--- config.mk ---
export PLATFORM = sky130hd
export DESIGN_NAME = rvlab_clk_reconf
export DESIGN_NICKNAME = d
export VERILOG_FILES = /design/src/rtl/rvlab_clk_reconf.sv
export SDC_FILE = /design/constraint.sdc
export NUM_CORES = 1
export LEC_CHECK = 0
export CELL_PAD_IN_SITES_DETAIL_PLACEMENT = 0
export CELL_PAD_IN_SITES_GLOBAL_PLACEMENT = 2
export CORE_UTILIZATION = 16
export DETAILED_ROUTE_END_ITERATION = 10
export GPL_TIMING_DRIVEN = 0
export MAX_ROUTING_LAYER = met4
export PLACE_DENSITY = 0.86
export SYNTH_ARGS = -nofsm -noshare
export SYNTH_HDL_FRONTEND = slang
export SYNTH_SLANG_ARGS = --single-unit
--- constraint.sdc ---
create_clock -name clk_i -period 1.6 [get_ports clk_i]
set_input_delay 0.24 -clock clk_i [delete_from_list [all_inputs] [get_ports clk_i]]
set_output_delay 0.24 -clock clk_i [all_outputs]
set_load 0.02 [all_outputs]
--- src/rtl/rvlab_clk_reconf.sv ---
// TL-UL to MMCM DRP bridge with CTRL (mmcm_rst) / STATUS (locked) registers; CLK_RECONF_TIMEOUT_EN adds DRP timeout.
// Latency: local registers respond 1 cycle after accept; DRP responds 1 cycle after drdy (or timeout).
// Backpressure: one request outstanding; a_ready low from accept until the cycle after the d_ready handshake.
package tlul_pkg;
   localparam logic [2:0] PutFullData    = 3'h0;
   localparam logic [2:0] PutPartialData = 3'h1;
   localparam logic [2:0] Get            = 3'h4;
   localparam logic [2:0] AccessAck      = 3'h0;
   localparam logic [2:0] AccessAckData  = 3'h1;

   typedef struct packed {
      logic        a_valid;
      logic [2:0]  a_opcode;
      logic [2:0]  a_param;
      logic [1:0]  a_size;
      logic [7:0]  a_source;
      logic [31:0] a_address;
      logic [3:0]  a_mask;
      logic [31:0] a_data;
      logic        d_ready;
   } tl_h2d_t;

   typedef struct packed {
      logic        d_valid;
      logic [2:0]  d_opcode;
      logic [2:0]  d_param;
      logic [1:0]  d_size;
      logic [7:0]  d_source;
      logic        d_sink;
      logic [31:0] d_data;
      logic        d_error;
      logic        a_ready;
   } tl_d2h_t;
endpackage

module rvlab_clk_reconf #(
   parameter int TimeoutCycles  = 64,
   parameter int LockSyncStages = 2
) (
   input  logic                clk_i,
   input  logic                rst_ni,
   input  tlul_pkg::tl_h2d_t   tl_i,
   output tlul_pkg::tl_d2h_t   tl_o,
   output logic [6:0]          drp_daddr_o,
   output logic [15:0]         drp_di_o,
   input  logic [15:0]         drp_do_i,
   output logic                drp_den_o,
   output logic                drp_dwe_o,
   input  logic                drp_drdy_i,
   output logic                mmcm_rst_o,
   input  logic                mmcm_locked_i
);
   import tlul_pkg::*;

   typedef enum logic [1:0] {IDLE, DRP_WAIT, RESP} state_e;

   state_e                    state;
   logic                      a_ready_q, d_valid_q, d_error_q, ctrl_q;
   logic [2:0]                d_opcode_q;
   logic [1:0]                d_size_q;
   logic [7:0]                d_source_q;
   logic [31:0]               d_data_q;
   logic [LockSyncStages-1:0] lock_sync_q;

   logic [9:0]  off;
   logic        is_get, is_put, in_drp, req_err, timeout;
   logic [31:0] local_rdata;
   logic        unused_tl;

   assign off    = tl_i.a_address[9:0];
   assign is_get = (tl_i.a_opcode == Get);
   assign is_put = (tl_i.a_opcode == PutFullData) || (tl_i.a_opcode == PutPartialData);
   assign in_drp = ~off[9];
   // DRP registers are 16 bits wide, so a partial write of the low half is meaningless.
   assign req_err = ~(is_get | is_put) || (tl_i.a_size == 2'd3) || (off >= 10'h208) ||
                    (in_drp && is_put && (tl_i.a_mask[1:0] != 2'b11));
   assign local_rdata = off[2] ? {31'h0, lock_sync_q[LockSyncStages-1]} : {31'h0, ctrl_q};
   assign unused_tl   = ^{tl_i.a_param, tl_i.a_address[31:10], off[1:0], tl_i.a_mask[3:2],
                          tl_i.a_data[31:16]};

   always_ff @(posedge clk_i) begin
      if (!rst_ni) lock_sync_q <= '0;
      else         lock_sync_q <= {lock_sync_q[LockSyncStages-2:0], mmcm_locked_i};
   end

`ifdef CLK_RECONF_TIMEOUT_EN
   localparam int CntW = $clog2(TimeoutCycles + 1);
   logic [CntW-1:0] cnt_q;

   // Counter sits at zero outside DRP_WAIT, so it reads 0 in the strobe cycle.
   always_ff @(posedge clk_i) begin
      if (!rst_ni || state != DRP_WAIT) cnt_q <= '0;
      else                              cnt_q <= cnt_q + 1'b1;
   end
   assign timeout = ((cnt_q + 1'b1) == CntW'(TimeoutCycles));
`else
   localparam int unused_timeout_cycles = TimeoutCycles;
   assign timeout = 1'b0;
`endif

   always_ff @(posedge clk_i) begin
      if (!rst_ni) begin
         state       <= IDLE;
         a_ready_q   <= 1'b1;
         d_valid_q   <= 1'b0;
         d_error_q   <= 1'b0;
         d_opcode_q  <= AccessAck;
         d_size_q    <= '0;
         d_source_q  <= '0;
         d_data_q    <= '0;
         drp_den_o   <= 1'b0;
         drp_dwe_o   <= 1'b0;
         drp_daddr_o <= '0;
         drp_di_o    <= '0;
         ctrl_q      <= 1'b0;
      end else begin
         drp_den_o <= 1'b0;
         drp_dwe_o <= 1'b0;
         unique case (state)
            IDLE: if (tl_i.a_valid) begin
               a_ready_q  <= 1'b0;
               d_opcode_q <= is_get ? AccessAckData : AccessAck;
               d_size_q   <= tl_i.a_size;
               d_source_q <= tl_i.a_source;
               d_error_q  <= req_err;
               d_data_q   <= '0;
               if (req_err) begin
                  state     <= RESP;
                  d_valid_q <= 1'b1;
               end else if (in_drp) begin
                  state       <= DRP_WAIT;
                  drp_den_o   <= 1'b1;
                  drp_dwe_o   <= is_put;
                  drp_daddr_o <= off[8:2];
                  drp_di_o    <= tl_i.a_data[15:0];
               end else begin
                  state     <= RESP;
                  d_valid_q <= 1'b1;
                  if (is_put) begin
                     if (!off[2] && tl_i.a_mask[0]) ctrl_q <= tl_i.a_data[0];
                  end else begin
                     d_data_q <= local_rdata;
                  end
               end
            end
            DRP_WAIT: if (drp_drdy_i) begin
               d_data_q  <= {16'h0, drp_do_i};
               state     <= RESP;
               d_valid_q <= 1'b1;
            end else if (timeout) begin
               d_error_q <= 1'b1;
               state     <= RESP;
               d_valid_q <= 1'b1;
            end
            RESP: if (tl_i.d_ready) begin
               d_valid_q <= 1'b0;
               a_ready_q <= 1'b1;
               state     <= IDLE;
            end
            default: state <= IDLE;
         endcase
      end
   end

   assign mmcm_rst_o = ctrl_q;

   always_comb begin
      tl_o          = '0;
      tl_o.d_valid  = d_valid_q;
      tl_o.d_opcode = d_opcode_q;
      tl_o.d_size   = d_size_q;
      tl_o.d_source = d_source_q;
      tl_o.d_data   = d_data_q;
      tl_o.d_error  = d_error_q;
      tl_o.a_ready  = a_ready_q;
   end
endmodule

Word-level counts from Yosys, hierarchy flattened:

Index checks and enable logic that the tools add are counted.

* output and inout port bits: 78
* RAM bits: 0
* logic and storage cells: 78
* memory bits (read-only): 0
* bits in latches: 0
* register bits: 78
* memories kept: 0
* input bits: 106

* muxes and demuxes: 24
* divide/modulo/power cells: 0
* $mul: 0
* shift-type cells: 0
* equality and inequality tests: 10
* $add $sub $neg: 0
* bitwise operators: 7
* reduce and logical (&&, ||, !) cells: 22
* $lt $le $gt $ge: 1

Operators with widths (number)
* $mux 32: 2
* $pmux 32 s2: 1
* $mux 1: 13
* $ge 10x10->1 const B: 1
* $mux 2: 5
* $reduce_and 3->1: 3
* $ne 2x2->1 const B: 4
* $not 1->1: 6
* $pmux 2 s3: 1
* $reduce_and 6->1: 1
* $reduce_and 5->1: 1
* $reduce_or 5->1: 1
* $eq 2x2->1 const B: 2
* $logic_or 1x1->1: 4
* $reduce_and 4->1: 1
* $reduce_bool 2->1: 2
* $reduce_or 4->1: 1
* $eq 3x1->1 const B: 1
* $eq 3x3->1 const B: 1
* $logic_and 1x1->1: 3
* $logic_not 3->1: 1
* $ne 3x3->1 const B: 1
* $pmux 1 s3: 1
* $reduce_bool 3->1: 1
* other kinds (6): 6

Depth between registers and ports, before layout:

* word-level depth: 10
* gate-level depth with buffers: 8
* gate-level depth less buffers: 6

Worst setup path after synthesis:

OpenSTA, ideal clock, no wires.

* path kind: reg-to-reg
* start: register state[1]
* end: register d_data_q[0]
* buffers on the path: 0
* arrival: 1512 ps
* stages on the path, launching flop included: 6
* slack: 18 ps
* setup time: 70 ps
* clock period less this slack: 1582 ps
* data required time: 1530 ps
* path through: dfxtp_1 > inv_1 > ha_1 > or4_1 > or3_1 > a21oi_1

* cells in the longest elaborated chain, start to end: 3
* elaborated cells on any way between the ends: 7
* classes of those cells: eq/ne (3); mux (1); reduce/logical (3)

RTL lines
* start: declaration: RTL line 57 `state_e state;`
* start signal: assignment: RTL line 103 `state <= IDLE;`
* start signal: assignment: RTL line 128 `state <= RESP;`
* start signal: assignment: RTL line 131 `state <= DRP_WAIT;`
* $eq 2x1->1 / $logic_not 2->1 (equally long branches): RTL line 119 `unique case (state)`
* $ne 2x2->1 (no line) / $reduce_bool 2->1 (equally long branches)
* $reduce_and 3->1 (no line)
* end signal: assignment: RTL line 142 `d_data_q <= local_rdata;`
* end signal: assignment: RTL line 147 `d_data_q <= {16'h0, drp_do_i};`
* end: declaration: RTL line 62 `logic [31:0] d_data_q;`

Several ways; a longest one is shown, not always the timed one.
A chain may end at the register's enable or synchronous reset.

Worst setup path after layout:

Ends and elaborated chain as after synthesis.

==> summary.md <==
| Metric | Value |
|---|---|
| Run status | finished with violations |
| Failing checks | negative setup slack |
| Flops & latches, synth | 60 |
| Final Max Slew Viols | 0 |
| Warning count from the yosys run | 0 |
| Adder-cell share of the synthesized area | 0.0143 |
| CTS tree | done |
| Final hold slack | 0.424 ns |
| N_diodes | 0 |
| Final GP Congestion | about 0.68 |
| Cells after Synth | approximately 300 |
| Largest family of logic cells by synthesized area | compound AO/OA/AOI/OAI gates |
| R2r endpoint | d_data_q[0] |
| Fin crit share | 1.00 |
| Vias | approximately 2600 |
| Startpoint Class | flip-flop |
| Crit Path Class | flip-flop to flip-flop |
| Slowest CP cell | or4_1 |
| Critical path peak fanout | 6 |
| Max clock buf depth | 2 |
| Critical-path cell list | inv_4 > ha_4 > or4_1 > or3_1 > a21oi_1 |
| Multiplexer share of the synthesized area | 0.00763 |
| Dominant cell type by area after synthesis | dfxtp_1 |
| Largest net degree at the start of global routing | 11 |
| # fillers | 1721 |
| Initial Util | 0.165 |
| Pleak | ~1.7 nW |
| Register area share after synthesis | 0.458 |
| Top cells by area, synth | dfxtp_1 46%, a21boi_0 9.7%, buf_4 7.1% |
| Vias in the first global route | about 2600 |
| GRT Total Usage | 0.112 |
| Core area | 15900 µm² |
| Synth top area share | 0.458 |
| Antenna Nets Post-Route | 0 |
| Post-synthesis simple-gate area fraction | 0.174 |
| Multi-input logic area | about 1300 µm² |
| WHS Endpoint | d_opcode_q[0] |
| XOR/XNOR Fraction of Synth Area | 0 |
| DP Area | between 4000 and 5000 µm² |
| Routed WL | 8940 µm |
| Worst path bufs/invs | 1 |
| Rel. slew slack | 0.652 |
| Post-synth cell types | 32 |
| CP peak stage delay | 0.50 ns |
| Routed len/inst | 13.3 µm |
| WP data required | 1.87 ns |
| DRT Pass-1 Iters | 4 |
| Flop2flop setup slack | -0.006 ns |
| Antenna violations before repair | 0 |
| Htree depth | 3 |
| Fin. Hold Viols | 0 |
| Final worst slack | -0.00565 ns |
| CTS Sinks | 60 |
| Max-cap viol count | 0 |
| Max VDD drop | 0.501 mV |
| Most frequent cells in the layout | 109 x clkdlybuf4s50_1, 58 x dfxtp_1, 35 x buf_4 |
| Post-synthesis cell area | 2630 µm² |
| Achievable Freq | a little over 600 MHz |
| Total power draw | 4.36 mW |
| Num CTS Buffers | 9 |
| Pwr dens | 947 nW/µm² |
| Fin nets | 559 |
| Final Util | 0.288 |
| First-pass GRT wire length | 13400 µm |
| Cells on worst reg2reg path | 5 |
| Drt initial violations | 98 |
| Hold Path Origin | tl_i[84] |
| Final setup violating endpoints | 1 |
| Unrepaired setup endpoints after global routing | yes |
| Clock Skew | ~0.0047 ns |
| Total gr overflow | 0 |
| Commonest non-fill, non-tap cell in the layout | clkdlybuf4s50_1 |
| Worst path top cell family by delay | simple AND/OR/NAND/NOR gates |
| Die W | 130 µm |
| # DRC | 0 |
| Hold Crit Class | input pin to flip-flop |
| CP endpoint kind | flip-flop |
| Clock-pin slew of the registers on the worst-case setup and hold paths | ~0.050 ns |
| Area Overhead vs Synth | 75.2% |
| Crit path DAT | 1.87 ns |
| Post-route cell area | 4600 µm² |
| Worst Hold Depth | 3 |
| Pre-CTS WS | -0.567 ns |
| FF-to-FF Start | state[1] |
| Hpwl dp | 6760 µm |
| Worst-Margin Slew | around 0.52 ns |
| Clock Latency Late Sink | 0.33 ns |
| I/O Pins | 184 |
| FF/Latch Area | 1210 µm² |
| Total Die Area | 16900 µm² |
| Via-to-Cell Ratio | 3.89 |
| Die Height | between 100 and 150 µm |
| Post-synthesis compound-gate area fraction | 0.233 |
| Clock root cell | clkbuf_16 |
| Port buffer count | 116 |
| Syn_area_per_cell | around 8.8 µm² |
| Layout cells sized above 1 | 0.171 |
| Final Critical Period | 1.61 ns |
| Cell row count | 46 |
## metal layers
metal / global-route usage / up-vias / wire length [µm]
met5: - / - / 0
met4: 0.0431 / 0 / 122
li1: - / 1302 / -
met1: 0.133 / 1192 / 3920
met2: 0.176 / 103 / 4140
met3: 0.0365 / 13 / 751
## cells by family after synthesis
| family | count (synthesis) |
|---|---|
| compound gates | 91 |
| fa+ha+maj | 3 |
| buf+inv | 50 |
| flops | 60 |
| mux | 2 |
| other cells | 1 |
| simple gates | 92 |
## flip-flops by register name, summed over array words and instances (netlist names)
signal / cells
a_ready_q: 1
d_data_q: 16
d_error_q: 1
d_opcode_q: 1
d_size_q: 2
d_source_q: 8
d_valid_q: 1
drp_daddr_o: 7
drp_den_o: 1
drp_di_o: 16
drp_dwe_o: 1
lock_sync_q: 2
mmcm_rst_o: 1
state: 2
## report_power, final
part	total [mW]	internal, mW	switching, mW
logic	0.886	0.434	0.452
registers	1.60	1.56	0.0366
clock network	1.87	1.20	0.677
## worst max-delay path by stage
stage | start | end | slack, ns | cells after the start
6_report | state[1] | d_data_q[0] | -0.006 | 5
3_5_place_dp | tl_i[46] | drp_daddr_o[6] | -0.57 | 7
2_1_floorplan | state[1] | d_data_q[0] | 0.02 | 5
5_1_grt | state[1] | d_data_q[0] | -0.04 | 5
4_1_cts | state[1] | d_data_q[0] | -0.07 | 5
3_3_place_gp | tl_i[46] | d_valid_q | -0.52 | 6
## cell type report
cell class | count | share of cell area
inverters | 3 | 0.00299
flip-flops and latches | 60 | 0.262
plain buffers | 44 | 0.0675
well taps | 216 | 0.0588
clock inverters | 5 | 0.0114
multi-input cells | 210 | 0.285
clock buffers | 11 | 0.0506
repair buffers | 122 | 0.261
## per-stage QoR
step,cells,TNS [ns]
floorplan,320,0
detailed placement,652,-19.39
finish,671,-0.00565
CTS,667,-0.933
global placement,652,-16.98
global route,671,-0.0362
## Yosys cell counts
master     n
o211a_1    1
nand3_1   27
nor4_1     1
nand2b_1   4
clkbuf_2   1
nor2_1     5
o211ai_1   1
or3_1      1
or4_1      1
nand2_1   29
and2_1     4
mux2i_1    2
nor2b_1   16
o41ai_1    2
a22oi_1   15
buf_2      9
and3_1     3
a211o_1    1
a21boi_0  34
nand4_1    1
buf_4     25
inv_1      2
a311oi_1   1
a21oi_1    7
inv_2      1
a21boi_1   1
clkbuf_1  12
ha_1       3
o21ai_0   26
dfxtp_1   60
o311ai_0   2
conb_1     1
## worst min-delay path, delay by kind of cell
kind                   cells  cell delay (ns)
and+or+nand+nor            1             0.09
AOI/OAI and AO/OA          1             0.08
buffers and inverters      1             0.29
## repair_timing
item | CTS | global route
endpoints found under the setup margin | 59 | 50
buffers inserted | 2 | 4
pin swaps | 3 | 4
gates resized for setup | 27 | 34
hold buffers | 0 | 0
(Power assumes the default switching activity.)
